$ cat src/rtl/row_mac_seq_pkg.sv
// Shared constants and types for the row multiply-accumulate sequencer.
// Build option: define ROW_MAC_RELU_EN to clamp negative results to zero.
package row_mac_seq_pkg;
  localparam int DW     = 8;          // element width
  localparam int ROWS   = 28;         // feature-memory rows per job
  localparam int LANES  = 7;          // elements per row
  localparam int ACC_W  = 20;         // result width
  localparam int ROW_W  = 5;          // row-index width
  localparam int PROD_W = 2 * DW;     // full signed product width

  // FSM encoding; values are fixed so the 2-bit state register stays legacy-compatible
  typedef enum logic [1:0] {
    ST_IDLE  = 2'd0,
    ST_RUN   = 2'd1,
    ST_DRAIN = 2'd2,
    ST_DONE  = 2'd3
  } state_e;

  // Sign-extend one lane product to accumulator width
  function automatic logic [ACC_W-1:0] sext_prod(input logic [PROD_W-1:0] p);
    return {{(ACC_W-PROD_W){p[PROD_W-1]}}, p};
  endfunction
endpackage

$ cat src/rtl/row_mac_tree.sv
// Combinational LANES-input signed adder plus bias at full ACC_W precision.
// Worst case magnitude is 7*2^14 + 2^7, well inside a signed 20-bit range,
// so no saturation is needed.
module row_mac_tree
  import row_mac_seq_pkg::*;
(
  input  logic [LANES-1:0][PROD_W-1:0] prod_i,
  input  logic [DW-1:0]                bias_i,
  output logic [ACC_W-1:0]             sum_o
);

  logic [ACC_W-1:0] acc;

  // Sum sign-extended products on top of the sign-extended bias
  always_comb begin
    acc = {{(ACC_W-DW){bias_i[DW-1]}}, bias_i};
    for (int l = 0; l < LANES; l++) begin
      acc = acc + sext_prod(prod_i[l]);
    end
  end

  assign sum_o = acc;

endmodule

$ cat src/rtl/row_mac_seq.sv
// Row MAC sequencer: walks all ROWS rows of the feature memory, multiplies
// each row by its weights, adds bias, and streams one signed result per row
// over a valid/ready handshake. Two-stage pipeline (products, then sum), the
// whole pipeline stalls together on adv = !out_valid || out_ready.
// Build option: define ROW_MAC_RELU_EN to clamp negative results to zero.
module row_mac_seq
  import row_mac_seq_pkg::*;
(
  input  logic                   clk,
  input  logic                   reset,
  input  logic                   start,
  output logic                   mem_rd_en,
  output logic [ROW_W-1:0]       mem_row,
  output logic [2:0]             mem_col,
  input  logic [LANES*DW-1:0]    mem_data,
  input  logic [LANES*DW-1:0]    wt_data,
  input  logic [DW-1:0]          bias,
  output logic                   out_valid,
  input  logic                   out_ready,
  output logic [ACC_W-1:0]       out_data,
  output logic [ROW_W-1:0]       out_row,
  output logic                   busy,
  output logic                   done
);

  localparam logic [ROW_W-1:0] LAST_ROW = ROW_W'(ROWS - 1);

  logic [1:0]                   state_q, state_d;
  logic [ROW_W-1:0]             r_q, r_d;
  logic                         s1_valid_q;
  logic [LANES-1:0][PROD_W-1:0] prod_d, prod_q;
  logic [ROW_W-1:0]             s1_row_q;
  logic                         out_valid_q;
  logic [ACC_W-1:0]             out_data_q;
  logic [ROW_W-1:0]             out_row_q;
  logic [ACC_W-1:0]             sum, res;
  logic                         adv, issue;

  assign adv   = !out_valid_q || out_ready;
  assign issue = (state_q == ST_RUN) && adv;

  // Lane 0 sits in the MSBs of both buses
  for (genvar l = 0; l < LANES; l++) begin : g_lane
    logic signed [DW-1:0]     a, w;
    logic signed [PROD_W-1:0] p;
    assign a         = mem_data[(LANES-1-l)*DW +: DW];
    assign w         = wt_data[(LANES-1-l)*DW +: DW];
    assign p         = PROD_W'(a) * PROD_W'(w);
    assign prod_d[l] = p;
  end

  // Next-state logic: row counter advances only on an issued row
  always_comb begin
    state_d = state_q;
    r_d     = r_q;
    case (state_q)
      ST_IDLE: begin
        if (start) begin
          state_d = ST_RUN;
          r_d     = '0;
        end
      end
      ST_RUN: begin
        if (adv) begin
          if (r_q == LAST_ROW) state_d = ST_DRAIN;
          else                 r_d     = r_q + 1'b1;
        end
      end
      ST_DRAIN: begin
        if (!s1_valid_q && !out_valid_q) state_d = ST_DONE;
      end
      ST_DONE:  state_d = ST_IDLE;
      default:  state_d = ST_IDLE;
    endcase
  end

  // FSM and row counter registers
  always_ff @(posedge clk or negedge reset) begin
    if (!reset) begin
      state_q <= ST_IDLE;
      r_q     <= '0;
    end else begin
      state_q <= state_d;
      r_q     <= r_d;
    end
  end

  // Stage 1: capture lane products and row index of the issued row
  always_ff @(posedge clk or negedge reset) begin
    if (!reset) begin
      s1_valid_q <= 1'b0;
      prod_q     <= '0;
      s1_row_q   <= '0;
    end else if (adv) begin
      s1_valid_q <= issue;
      if (issue) begin
        prod_q   <= prod_d;
        s1_row_q <= r_q;
      end
    end
  end

  row_mac_tree u_tree (
    .prod_i (prod_q),
    .bias_i (bias),
    .sum_o  (sum)
  );

`ifdef ROW_MAC_RELU_EN
  assign res = sum[ACC_W-1] ? '0 : sum;
`else
  assign res = sum;
`endif

  // Stage 2: register the result; everything holds while the consumer stalls
  always_ff @(posedge clk or negedge reset) begin
    if (!reset) begin
      out_valid_q <= 1'b0;
      out_data_q  <= '0;
      out_row_q   <= '0;
    end else if (adv) begin
      out_valid_q <= s1_valid_q;
      if (s1_valid_q) begin
        out_data_q <= res;
        out_row_q  <= s1_row_q;
      end
    end
  end

  assign mem_rd_en = (state_q == ST_RUN);
  assign mem_row   = (state_q == ST_RUN) ? r_q : '0;
  assign mem_col   = 3'd0;
  assign out_valid = out_valid_q;
  assign out_data  = out_data_q;
  assign out_row   = out_row_q;
  assign busy      = (state_q == ST_RUN) || (state_q == ST_DRAIN);
  assign done      = (state_q == ST_DONE);

endmodule

$ cat config.mk
export PLATFORM = sky130hd
export DESIGN_NAME = row_mac_seq
export DESIGN_NICKNAME = d
export VERILOG_FILES = /design/src/rtl/row_mac_seq_pkg.sv /design/src/rtl/row_mac_tree.sv /design/src/rtl/row_mac_seq.sv
export SDC_FILE = /design/constraint.sdc
export NUM_CORES = 2
export LEC_CHECK = 0
export BUFFER_PORTS_ARGS = -buffer_cell sky130_fd_sc_hd__buf_2
export CAP_MARGIN = 25
export CORE_AREA = 2 2 281 172
export CTS_CLUSTER_SIZE = 20
export DETAILED_ROUTE_END_ITERATION = 7
export DIE_AREA = 0 0 283 174
export GPL_TIMING_DRIVEN = 0
export PLACE_DENSITY = 0.82
export SYNTH_ARGS = -nofsm -noshare
export SYNTH_HDL_FRONTEND = slang
export SYNTH_SLANG_ARGS = --single-unit
export TNS_END_PERCENT = 1
$ cat constraint.sdc
create_clock -name clk -period 4.6 [get_ports clk]
set_clock_uncertainty 0.05 [all_clocks]
set_input_delay 0.92 -clock clk [delete_from_list [all_inputs] [get_ports clk]]
set_output_delay 0.92 -clock clk [all_outputs]
set_load 0.005 [all_outputs]
# Word-level counts from Yosys, hierarchy flattened
# Cells that the tools add are included.
[word_totals]
ff_bits = 151
in_bits = 124
output_inout_bits = 37
wordCells = 60
[classes]
n_addsub = 8
n_mul = 7
eq_ne = 9
mux = 10
n_reduce_logical = 12
[op_table]
columns = ["cell", "count"]
rows = [
  ["$add A20 B20 Y20", 6],
  ["$mul A8 B8 Y16", 7],
  ["$mux W5", 4],
  ["$add A8 B16 Y17", 1],
  ["$pmux W5 S2", 1],
  ["$mux W2", 4],
  ["$pmux W2 S4", 1],
  ["$reduce_and A4 Y1", 2],
  ["$ne A2 B2 Y1 const B", 3],
  ["$add A5 B1 Y5 const B", 1],
  ["$eq A5 B5 Y1 const B", 1],
  ["$eq A2 B2 Y1 const B", 2],
  ["$ne A2 B1 Y1 const B", 2],
  ["$reduce_and A2 Y1", 2],
  ["$eq A2 B1 Y1 const B", 1],
  ["$logic_and A1 B1 Y1", 2],
  ["$logic_not A1 Y1", 2],
  ["$logic_not A2 Y1", 1],
  ["$logic_or A1 B1 Y1", 2],
  ["$reduce_bool A2 Y1", 1],
]

# Logic depth before layout (Yosys ltp)
[logic_depth]
depth_word = 7
mapped_depth = 19
depth_no_buf = 19

# Hierarchy
# Synthesis repeated with hierarchy kept, for this count alone.
[hier_totals]
cells_unflattened = 2768
hier_area_um2 = 26500.4
[by_module_without_submodules]
columns = ["mod", "n_inst", "cells_per_inst", "area_per_inst_um2", "seq_area_each_um2"]
rows = [
  ["row_mac_seq", 1, 2389, 22987.0, 3778.6],
  ["row_mac_tree", 1, 379, 3513.4, 0.0],
]

# Worst setup path after synthesis
# No wires, ideal clock.
[synth_timing]
path_type = "input -> register"
startpoint = "input wt_data[25]"
endpoint = "register prod_q[63] (netlist name)"
setup_time_ns = 0.127
arrival_ns = 4.738
required_ns = 4.423
setup_slack_ns = -0.315
cell_stages = 15
n_path_buf = 0
path_cell_list = "and2_1 > fa_1 > inv_1 > fa_1 > inv_1 > fa_1 > fa_1 > ha_1 > and2_0 > a22o_1 > o311a_4 > a2111oi_4 > o2bb2ai_2 > xnor2_1 > o21ai_2"
[synth_via]
elab_chain_len = 1
[synth_lines]
columns = ["item", "line", "rtl"]
rows = [
  ["from (decl)", "row_mac_seq.sv:16", "input logic [LANES*DW-1:0] wt_data,"],
  ["$mul A8 B8 Y16", "row_mac_seq.sv:48", "assign p = PROD_W'(a) * PROD_W'(w);"],
  ["to (signal assigned)", "row_mac_seq.sv:97", "prod_q <= prod_d;"],
  ["to (decl)", "row_mac_seq.sv:31", "logic [LANES-1:0][PROD_W-1:0] prod_d, prod_q;"],
]
# Every way passes these cells.
# A chain may end at the register's enable or synchronous reset.

# Worst setup path in the final report
[layout_timing]
startpoint = "input wt_data[3]"
endpoint = "register prod_q[111] (netlist name)"
# The elaborated chain is that of the path after synthesis.

==> out/metrics.yaml <==
cts_sinks: 151
die_height_um: 174
fmax_mhz: 208.8
synth_top_area_cell: "fa_1"
rsz0062_at_grt: "yes"
start_kind: "input pin"
r2r_setup_slack_ns: -0.15
cts_root_buffer: "clkbuf_16"
antenna_found_initial: 1
grt_max_degree: 98
dr.first_iter.drc_count: 1628
fin_util_pct: 63.16
status: "finished with violations"
synth_area_leaders: "fa_1 35%, dfrtp_1 14%, ha_1 12%"
first_pass_iters: 7
slew_headroom_pct: 22.07
hold_ws_ns: 0.3924
max_cap_viol_count: 0
required_ns: 4.85
diodes: 0
grt_overflow: 0
floorplan.die_area_sq_mm: 0.04924
r2r-start: "prod_q[82]"
viasPerCell: 5.390
fin_area_sq_mm: 0.02964
totalWireLength_mm: 65.26
placed_area_sq_mm: 0.02841
hold_path.class: "input pin to asynchronous set/reset pin"
drc: 0
endpoint_kind: "flop"
timing_hold_violations_final: 0
ant_nets: 0
r2r_cells: 15
fin_ws_ns: -0.1890
cts_tree: "done"
synth_top_area_share_pct: 35.11
syn_inst: 2926
start_util_pct: 56.98
nets: 3950
ys_seq_area_share_pct: 14.13
async_reset_ff_share_pct: 100.0
drive_above_1_share_pct: 10.47
critPathKind: "input pin to flop"
track_usage_pct: 27.47
cts_buffers: 17
crit_arrival_ns: 5.03
ioPinCount: 161
areaGrowthSynthToFinish_pct: 10.85
hpwlAfterDp_mm: 52.60
clkSlewWorstSetupHoldPaths_ns: 0.06
pre_cts_slack_ns: -0.8883
violations: "negative setup slack"
fill_cells: 3740
core.rowCount: 62
via_count: 20280
routedWlPerCell_um: 17.35
r2r_end: "out_data[17]"
min_period_over_period_pct: 104.1
grt_pass1_vias: 20850
globalplace.congestion: 0.9479
fp.coreArea_sq_mm: 0.04693
setup_viol: 17
ys_ff_latch: 151
synthesis.area_sq_mm: 0.02674
grt_pass1_wl_mm: 108.5
synth_edf_count: 0
worst-path-max-fanout: 8
portBuffers: 157
die_w_um: 283
ys_warn_count: 0
clk_path_buf_depth: 2
avgSynthCellArea_sq_um: 9.139
finalMaxSlewViolations: 0
synthDistinctLibCells: 64
fin_crit_ns: 4.789
synth_ff_type: "dfrtp_1"
htree_levels: 4
worst_pin_slew_ns: 1.169
clkLatencyLatePin_ns: 0.44
holdBufCountCts: 0
-- flip-flops by register name, summed over array words and instances (netlist names) --
name and count:
out_data 20, out_row 5, out_valid 1, r_q 5, prod_q 112, s1_valid_q 1
state_q 2, s1_row_q 5
-- cell usage after synthesis (all sizes together), types with 5 or more instances --
library cell and number:
o221ai 5, mux2 8, inv 751, dfrtp 151
nor2 76, nand3 20, nand4 6, nor3b 6
o21a 24, fa 469, o211ai 27, nor2b 17
a21oi 56, o22ai 6, and2 296, and3 17
nor3 21, o21ai 132, buf 7, xor2 35
clkbuf 30, ha 246, a2111oi 9, a21o 27
and4 6, a211o 6, nand3b 8, o21bai 6
o31a 9, o31ai 16, nand2b 41, nand2 263
a211oi 17, xnor2 78
-- cell type report --
cell class / instances / area (sq um) / area share (%)
multi-input cells: 1989 / 20630 / 69.59
flip-flops and latches: 151 / 3779 / 12.75
inverters: 751 / 2819 / 9.510
repair buffers: 164 / 897.1 / 3.026
well taps: 640 / 800.8 / 2.701
clock buffers: 19 / 442.9 / 1.494
plain buffers: 37 / 150.1 / 0.5065
clock inverters: 11 / 125.1 / 0.4221
-- metrics by stage --
| stage | instances | TNS [ns] |
|---|---|---|
| global placement | 3725 | -21.69 |
| CTS | 3762 | -1.032 |
| detailed placement | 3726 | -23.73 |
| global route | 3762 | -5.487 |
| floorplan | 2928 | -0.9588 |
| finish | 3762 | -1.156 |
-- cell usage in the layout (no fill, tap or decap), types with 7 or more instances in the layout --
cell and n:
nand3b_1 8, o211ai_1 26, and2_1 284, fa_2 9, mux2_2 8, nor2b_1 17, a21oi_2 24, o21ai_2 11
nor3_1 19, o31ai_1 13, xor2_1 34, nand3_1 20, nand2_1 263, nor2_1 75, buf_4 19, o21ai_0 108
a21o_1 27, a21oi_1 31, ha_2 7, buf_2 143, dfrtp_1 151, clkbuf_16 17, ha_1 220, o21a_1 24
o21ai_1 12, nand2b_1 40, a211oi_1 14, ha_4 19, clkbuf_1 31, and3_1 17, fa_1 460, xnor2_1 72
inv_1 747, o31a_1 9
-- what timing repair did --
action,4_1_cts,5_1_grt
buffers inserted,6,0
gates resized for setup,71,77
endpoints found under the setup margin,33,42
gates cloned,0,0
pin swaps,33,26
-- worst max-delay path by stage --
stage / start / to / slack (ns) / cells past startpoint
2_1_floorplan: wt_data[25] / prod_q[63] / -0.15 / 15
3_3_place_gp: wt_data[2] / prod_q[111] / -0.84 / 16
3_5_place_dp: wt_data[2] / prod_q[111] / -0.89 / 16
4_1_cts: wt_data[25] / prod_q[63] / -0.15 / 16
5_1_grt: wt_data[3] / prod_q[111] / -0.31 / 15
6_report: wt_data[3] / prod_q[111] / -0.19 / 16
-- critical path, cell delays in order --
cell and delay (ns):
buf_2 0.15, and2_1 0.21, fa_1 0.50, inv_1 0.06, fa_1 0.55, inv_1 0.05, fa_1 0.51, fa_1 0.46
ha_4 0.32, and2_1 0.15, a221oi_2 0.07, nand4b_1 0.22, o211ai_1 0.26, a21oi_2 0.11, xnor2_2 0.36, o21ai_1 0.11
-- kinds of logic (layout without fill, tap and decap cells) --
logic type	after synthesis	after routing	synth area share, %
AND/OR/NAND/NOR	788	788	15.25
buffers and inverters	788	982	11.10
adder cells (fa/ha/maj)	715	715	46.62
AO/OA/AOI/OAI	361	361	8.810
flip-flops	151	151	14.13
XOR/XNOR	113	113	3.701
multiplexers	9	9	0.3743
other	1	3	0.01402
-- metal layers --
| metal | up-vias | routed length [um] | part of all wire, % | GRT usage (%) |
|---|---|---|---|---|
| li1 | 9293 | - | - | - |
| met1 | 10130 | 29700 | 46 | 41.71 |
| met2 | 764 | 29020 | 44 | 41.62 |
| met3 | 92 | 5408 | 8.3 | 4.672 |
| met4 | 2 | 1105 | 1.7 | 5.519 |
| met5 | - | 13 | 0.020 | 0 |
Power is left out: the tool's default activity adds up to more than one toggle a clock period on the data nets, which glitch-free logic cannot reach.
